==> src/rtl/counter_pkg.sv <==
// counter_pkg: shared types and constants for the counter mode control slice
package counter_pkg;

    typedef enum logic [1:0] {
        RELEASED,
        PRESS_WAIT,
        PRESSED,
        RELEASE_WAIT
    } deb_state_t;

    localparam int COUNT_W_DEF = 4;

    function automatic int count_max(input int w);
        return (1 << w) - 1;
    endfunction

endpackage

==> src/rtl/btn_debounce.sv <==
// btn_debounce: 2-flop synchronizer plus debounce FSM for a raw push-button
module btn_debounce
    import counter_pkg::*;
#(
    parameter int DEBOUNCE_CYCLES = 4
) (
    input  logic clk,
    input  logic rst,
    input  logic btn_in,
    output logic press_pulse,
    output logic level
);

    localparam int CW = $clog2(DEBOUNCE_CYCLES + 1);
    localparam int LAST = DEBOUNCE_CYCLES - 2;

    logic sync_a;
    logic sync_b;
    deb_state_t state_q;
    deb_state_t state_d;
    logic [CW-1:0] cnt_q;
    logic [CW-1:0] cnt_d;
    logic done;

    // bring the asynchronous button into the clock domain
    always_ff @(posedge clk or negedge rst) begin
        if (!rst) begin
            sync_a <= 1'b0;
            sync_b <= 1'b0;
        end else begin
            sync_a <= btn_in;
            sync_b <= sync_a;
        end
    end

    // debounce state and stable-sample counter
    always_ff @(posedge clk or negedge rst) begin
        if (!rst) begin
            state_q <= RELEASED;
            cnt_q   <= '0;
        end else begin
            state_q <= state_d;
            cnt_q   <= cnt_d;
        end
    end

    // the sample that leaves a settled state counts as the first stable one
    assign done = int'(cnt_q) >= LAST;

    // next state; press_pulse flags the edge on which a press is accepted
    always_comb begin
        state_d     = state_q;
        cnt_d       = cnt_q;
        press_pulse = 1'b0;
        case (state_q)
            RELEASED: begin
                if (sync_b) begin
                    cnt_d = '0;
                    if (DEBOUNCE_CYCLES <= 1) begin
                        state_d     = PRESSED;
                        press_pulse = 1'b1;
                    end else begin
                        state_d = PRESS_WAIT;
                    end
                end
            end
            PRESS_WAIT: begin
                if (!sync_b) begin
                    state_d = RELEASED;
                    cnt_d   = '0;
                end else if (done) begin
                    state_d     = PRESSED;
                    cnt_d       = '0;
                    press_pulse = 1'b1;
                end else begin
                    cnt_d = cnt_q + CW'(1);
                end
            end
            PRESSED: begin
                if (!sync_b) begin
                    cnt_d   = '0;
                    state_d = (DEBOUNCE_CYCLES <= 1) ? RELEASED : RELEASE_WAIT;
                end
            end
            RELEASE_WAIT: begin
                if (sync_b) begin
                    state_d = PRESSED;
                    cnt_d   = '0;
                end else if (done) begin
                    state_d = RELEASED;
                    cnt_d   = '0;
                end else begin
                    cnt_d = cnt_q + CW'(1);
                end
            end
            default: begin
                state_d = RELEASED;
                cnt_d   = '0;
            end
        endcase
    end

    assign level = (state_q == PRESSED) || (state_q == RELEASE_WAIT);

endmodule

==> src/rtl/counter_mode_ctrl.sv <==
// counter_mode_ctrl: direction control for the up/down counter (button toggle
// plus ping-pong lookahead); MODE_CTRL_STATUS_EN adds the rev_cnt status port
module counter_mode_ctrl
    import counter_pkg::*;
#(
    parameter int DEBOUNCE_CYCLES = 4,
    parameter int COUNT_W = COUNT_W_DEF
) (
    input  logic               clk,
    input  logic               rst,
    input  logic               btn_in,
    input  logic               auto_en,
    input  logic [COUNT_W-1:0] count,
    output logic               mode,
    output logic               mode_chg,
`ifdef MODE_CTRL_STATUS_EN
    output logic               btn_press,
    output logic [7:0]         rev_cnt
`else
    output logic               btn_press
`endif
);

    localparam logic [COUNT_W-1:0] PRE_MAX = COUNT_W'(count_max(COUNT_W) - 1);
    localparam logic [COUNT_W-1:0] PRE_MIN = COUNT_W'(1);

    logic press_pulse;
    logic level;
    logic btn_evt;
    logic flip_up;
    logic flip_dn;
    logic toggle;

    btn_debounce #(
        .DEBOUNCE_CYCLES(DEBOUNCE_CYCLES)
    ) u_deb (
        .clk        (clk),
        .rst        (rst),
        .btn_in     (btn_in),
        .press_pulse(press_pulse),
        .level      (level)
    );

    // a press is only ever accepted from the released level
    assign btn_evt = press_pulse & ~level;
    // reverse one step early so the counter turns at the end of range
    assign flip_up = auto_en & ~mode & (count == PRE_MAX);
    assign flip_dn = auto_en & mode & (count == PRE_MIN);
    assign toggle  = btn_evt | flip_up | flip_dn;

    // direction register with registered change and press pulses
    always_ff @(posedge clk or negedge rst) begin
        if (!rst) begin
            mode      <= 1'b0;
            mode_chg  <= 1'b0;
            btn_press <= 1'b0;
        end else begin
            mode      <= mode ^ toggle;
            mode_chg  <= toggle;
            btn_press <= btn_evt;
        end
    end

`ifdef MODE_CTRL_STATUS_EN
    // saturating count of direction changes
    always_ff @(posedge clk or negedge rst) begin
        if (!rst) begin
            rev_cnt <= 8'd0;
        end else if (mode_chg && rev_cnt != 8'hFF) begin
            rev_cnt <= rev_cnt + 8'd1;
        end
    end
`endif

endmodule

==> config.mk <==
export PLATFORM = sky130hd
export DESIGN_NAME = counter_mode_ctrl
export DESIGN_NICKNAME = d
export VERILOG_FILES = /design/src/rtl/counter_pkg.sv /design/src/rtl/btn_debounce.sv /design/src/rtl/counter_mode_ctrl.sv
export SDC_FILE = /design/constraint.sdc
export NUM_CORES = 1
export LEC_CHECK = 0
export CAP_MARGIN = 20
export CORE_AREA = 4 4 41 43
export DETAILED_ROUTE_END_ITERATION = 10
export DIE_AREA = 0 0 45 47
export DONT_BUFFER_PORTS = 1
export SYNTH_ARGS = -nofsm -noshare
export SYNTH_HDL_FRONTEND = slang
export SYNTH_SLANG_ARGS = --single-unit
==> constraint.sdc <==
create_clock -name clk -period 1.9 [get_ports clk]
set_input_delay 0.57 -clock clk [delete_from_list [all_inputs] [get_ports clk]]
set_output_delay 0.57 -clock clk [all_outputs]
set_load 0.02 [all_outputs]
; ---- Word-level counts from Yosys, hierarchy flattened
; Cells that the tools add are included.
[totals]
output_inout_bits = 3
reg_bits = 10
input_bits = 8
word_cells = 48
[op_classes]
eq_ne = 9
n_mux = 16
reduce_logical = 4
magnitude_cmp = 1
addsub = 1
bitwise = 10
[ops]
columns = operator, n
row1 = 3-bit 2-to-1 mux, 5
row2 = 2-bit 2-to-1 mux, 6
row3 = 3-bit one-hot mux with 4 select lines, 1
row4 = 2-bit one-hot mux with 4 select lines, 1
row5 = 1-bit bitwise AND, 5
row6 = "2-bit equality test, second input constant", 2
row7 = "4-bit by 1-bit equality test with 1-bit output, second input constant", 1
row8 = "4-bit equality test, second input constant", 1
row9 = 4-bit AND reduction, 1
row10 = "3-bit by 1-bit adder with 3-bit output, second input constant", 1
row11 = "3-bit by 2-bit greater-or-equal comparator with 1-bit output, second input constant", 1
row12 = 1-bit 2-to-1 mux, 3
row13 = "3-bit by 1-bit inequality test with 1-bit output, second input constant", 1
row14 = "3-bit inequality test, second input constant", 1
row15 = "2-bit by 1-bit equality test with 1-bit output, second input constant", 1
row16 = 2-bit logical NOT, 1
row17 = "2-bit by 1-bit inequality test with 1-bit output, second input constant", 1
row18 = "2-bit inequality test, second input constant", 1
row19 = 1-bit inverter, 2
row20 = 1-bit OR, 2
row21 = 2-bit AND reduction, 1
row22 = 1-bit logical OR, 1
row23 = 1-bit XOR, 1

; ---- Longest topological paths before layout
[depth]
word_depth = 8
mapped_depth = 6
depth_no_buf = 6

; ---- Modules after synthesis
; From an unflattened synthesis, not the netlist that was laid out.
[hier_totals]
cells_unflattened = 35
hier_area_um2 = 450.4
[modules_own_cells]
columns = module, area_per_inst_um2, n_inst, cells_per_inst, seq_area_each_um2
row1 = btn_debounce, 311.5, 1, 23, 175.2
row2 = counter_mode_ctrl, 138.9, 1, 12, 75.1

; ---- Least setup slack after synthesis
; No wires, ideal clock.
[synth_path]
kind = flip-flop to flip-flop
start = register u_deb.cnt_q[1]
end = register mode
setup_time_ns = 0.132
period_less_slack_ns = 1.464
arrival_time_ns = 1.332
stages_incl_launch_ff = 6
path_buffers = 0
setup_slack_ns = 0.436
required_ns = 1.768
path_cell_list = dfrtp_1 -> ha_1 -> o31ai_2 -> nor3b_2 -> a211o_1 -> xor2_1
[synth_via]
elab_chain_len = 8
[synth_lines]
columns = item, line
row1 = "start, declared", btn_debounce.sv:21  ; logic [CW-1:0] cnt_q;
row2 = "start signal, assigned", btn_debounce.sv:43  ; cnt_q <= cnt_d;
row3 = 3-bit by 2-bit greater-or-equal comparator with 1-bit output, btn_debounce.sv:48  ; assign done = int'(cnt_q) >= LAST;
row4 = 1-bit 2-to-1 mux, btn_debounce.sv:71  ; end else if (done) begin
row5 = 1-bit 2-to-1 mux, btn_debounce.sv:68  ; if (!sync_b) begin
row6 = 1-bit 2-to-1 mux, btn_debounce.sv:55  ; case (state_q)
row7 = 1-bit bitwise AND, counter_mode_ctrl.sv:45  ; assign btn_evt = press_pulse & ~level;
row8 = net btn_evt, counter_mode_ctrl.sv:29  ; logic btn_evt;
row9 = 1-bit OR (2 in a row), counter_mode_ctrl.sv:49  ; assign toggle = btn_evt | flip_up | flip_dn;
row10 = net toggle, counter_mode_ctrl.sv:32  ; logic toggle;
row11 = 1-bit XOR, counter_mode_ctrl.sv:58  ; mode <= mode ^ toggle;
row12 = "end signal, assigned", counter_mode_ctrl.sv:58
row13 = "end, declared", counter_mode_ctrl.sv:14  ; output logic mode,
; The timed path passes the listed nets, and every way through them passes these cells.
; A chain may end at the register's enable or synchronous reset.

; ---- Worst setup path in the final report
; Ends and elaborated chain as after synthesis.

==> results.md <==
* Worst-margin pin slew at approximately 430 ps
* DR vias/cell at 5.132
* Vias in the first global route at 327
* CTS tree: done
* Residual DRC at 0
* CTS H-tree lvls at 1
* CTS buffer count at 3
* Root Buffer Master: clkbuf_4
* Worst-path clk slew at 60 ps
* DIE HEIGHT at 47 microns
* Number of DRC markers in iteration 0 at 6
* DP Area at 441.7 sq um
* Post-CTS Resized at 0
* Hold Path Sink: u_deb.sync_a$_DFF_PN0_
* IO Pins at 11
* PwrDens at ~1400 mW/mm^2
* Startpoint types: flop
* Hold Slack at 332.4 ps
* Post-synthesis average cell area at 12.44 sq um
* TNS Setup at 0 ps
* Grt ovf at 0
* RR Startpoint: u_deb.cnt_q[1]$_DFFE_PN0P_
* Leakage power at roughly 0.23 nW
* Number of antenna diodes at 0
* WL/cell at about 13 microns
* Fin area at around 470 sq um
* Bufs on Longest Clock Path at 2
* Fin nets at 50
* Relative slew margins at 71.06%
* Synth-to-layout area growth at 12.13%
* Via Count at 272
* Maximum vdd drop at between 0.5 and 0.6 mV
* RSZ-0062 raised after global routing: false
* Critical path capture point type: flop
* Count of final hold-check violations at 0
* WS Path Type: flop to flop
* Cell Rows at 13
* Initial core utilization at 32.50%
* Net Count, Synth at 44
* Register-to-Register Path Depth at 5
* Worst min path class: input pin to flop
* Final setup vio count at 0
* Synth cell types at 17
* Die X at 45 microns
* Final Non-Filler Cells at 53
* Final critical-path required period at 1569 ps
* Flops & latches, synth at 10
* Placeable Area at 0.001301 sq mm
* Worst R2R Setup Slack at around 330 ps
* Power Total at 0.6632 mW
* GP Congestion at 0.6742
* Gr usage total at 8.894%
* Antenna Nets Post-Route at 0
* First-pass GRT wire length at 1.235 mm
* Worst Path Required at ~2000 ps
* R2r endpoint: mode$_DFF_PN0_
* Placed Instances at 49
* Post-DP HPWL at 569.8 microns
* Buffers on Ports at 0
* Max cap viols at 0
* Max Slew Vio Count at 0
* Clock Latency Late Sink at 260 ps
* Detailed Routing Iterations Pass 1 at 4
* Routed wire length at 708 microns
* Crit Path Max Fanout at 5
* Clk sink count at 10
* Mapped cell area at 422.9 sq um
* YS warnings at 0
* Fmax at 637.2 MHz
* Synth Instances at 34
* Antenna violations before repair at 0
* CP arrival at between 1500 and 2000 ps
* HP Start: btn_in
* Die area at 0.002115 sq mm
* Sequential share of the synthesized area at 59.17%
* Tcrit/Tclk final at 82.59%
* Hold Crit Depth at 0
* Status: complete, no violations
* Worst Clk Skew at 3.478 ps
* Largest net degree at the start of global routing at 11
* Fraction of layout cells with a size suffix above 1 at 18.42%
-- sequential cells by signal, indices dropped and copies added, names as in the netlist, named ones only --
register / flops
mode: 1
u_deb.state_q: 1
u_deb.sync_b: 1
mode_chg: 1
u_deb.cnt_q: 3
btn_press: 1
u_deb.sync_a: 1
-- metrics by stage --
step                utilization, %  worst slack, ps
floorplan                        -            435.7
global placement             33.94            361.1
detailed placement           33.94            331.3
CTS                          36.44            323.2
global route                 36.44            211.4
finish                       36.44            330.7
-- synthesized netlist by cell type (all sizes together) --
| cell type | number | area, sq um |
|---|---|---|
| nand2 | 3 | 11.26 |
| nor4bb | 1 | 10.01 |
| a211o | 1 | 8.760 |
| dfrtp | 10 | 250.2 |
| xor2 | 2 | 17.52 |
| nor2 | 2 | 7.510 |
| nor3 | 1 | 5.000 |
| and4b | 1 | 10.01 |
| and2 | 1 | 7.510 |
| mux2 | 1 | 11.26 |
| nand3 | 1 | 5.000 |
| and3 | 1 | 6.260 |
| nor3b | 1 | 12.51 |
| ha | 2 | 25.02 |
| inv | 2 | 7.510 |
| o21ai | 3 | 15.01 |
| o31ai | 1 | 12.51 |
-- final cells by class --
class | instances | area [sq um]
Tap cell | 15 | 18.77
Inverter | 2 | 7.507
Clock buffer | 3 | 22.52
Multi-Input combinational cell | 22 | 165.2
Sequential cell | 10 | 250.2
Fill cell | 139 | 827.0
Timing Repair Buffer | 1 | 10.01
-- cells in the final DEF (no fill, tap or decap) --
cell            n
dfrtp_1        10
nand2_1         3
o21ai_0         3
clkbuf_4        3
nor2_1          2
xor2_1          2
inv_1           2
ha_1            2
o31ai_2         1
nor3b_2         1
and4b_1         1
nor4bb_1        1
and3_1          1
a211o_1         1
mux2_2          1
nor3_1          1
nand3_1         1
and2_2          1
dlygate4sd3_1   1
-- kinds of logic (layout without fill, tap and decap cells) --
| group | Yosys count | count (layout) | share of synthesized area [%] |
|---|---|---|---|
| AOI/OAI and AO/OA | 5 | 5 | 8.579 |
| xor gates and xnor gates | 2 | 2 | 4.143 |
| adders and majority gates | 2 | 2 | 5.916 |
| buffers and inverters | 2 | 6 | 1.776 |
| DFF | 10 | 10 | 59.17 |
| muxes | 1 | 1 | 2.663 |
| and+or+nand+nor | 12 | 12 | 17.75 |
-- metal layers --
layer / GRT usage [%] / vias up / wire length, microns
met5: 0 / - / 0
met4: 10.53 / 0 / 30
met3: 3.065 / 3 / 59
met2: 14.69 / 13 / 352
met1: 7.820 / 129 / 265
li1: - / 127 / -
-- worst max-delay path, stage by stage (launching register included) --
cell and delay, ps:
dfrtp_1 440, ha_1 230, o31ai_2 270, nor3b_2 100
a211o_1 260, xor2_1 140
-- what timing repair did --
| action | CTS | global route |
|---|---|---|
| endpoints found under the hold margin | 10 | 0 |
| setup buffers | 0 | 0 |
| hold buffers | 1 | 0 |
| setup endpoints to repair | 0 | 0 |
-- power by group --
part / switching (mW) / internal [mW] / total [mW]
clock network: 0.0662 / 0.0729 / 0.139
logic: 0.0803 / 0.0801 / 0.160
registers: 0.0884 / 0.275 / 0.364
total: 0.235 / 0.428 / 0.663
-- worst max path at each step --
| stage | start | to | slack [ps] |
|---|---|---|---|
| finish | u_deb.cnt_q[1]$_DFFE_PN0P_ | mode$_DFF_PN0_ | 330 |
| global route | u_deb.cnt_q[0]$_DFFE_PN0P_ | mode$_DFF_PN0_ | 210 |
| CTS | u_deb.cnt_q[1]$_DFFE_PN0P_ | mode$_DFF_PN0_ | 320 |
| detailed placement | u_deb.cnt_q[1]$_DFFE_PN0P_ | mode$_DFF_PN0_ | 330 |
| global placement | u_deb.cnt_q[1]$_DFFE_PN0P_ | mode$_DFF_PN0_ | 360 |
| floorplan | u_deb.cnt_q[1]$_DFFE_PN0P_ | mode$_DFF_PN0_ | 440 |
Power figures use the tool's default switching activity.
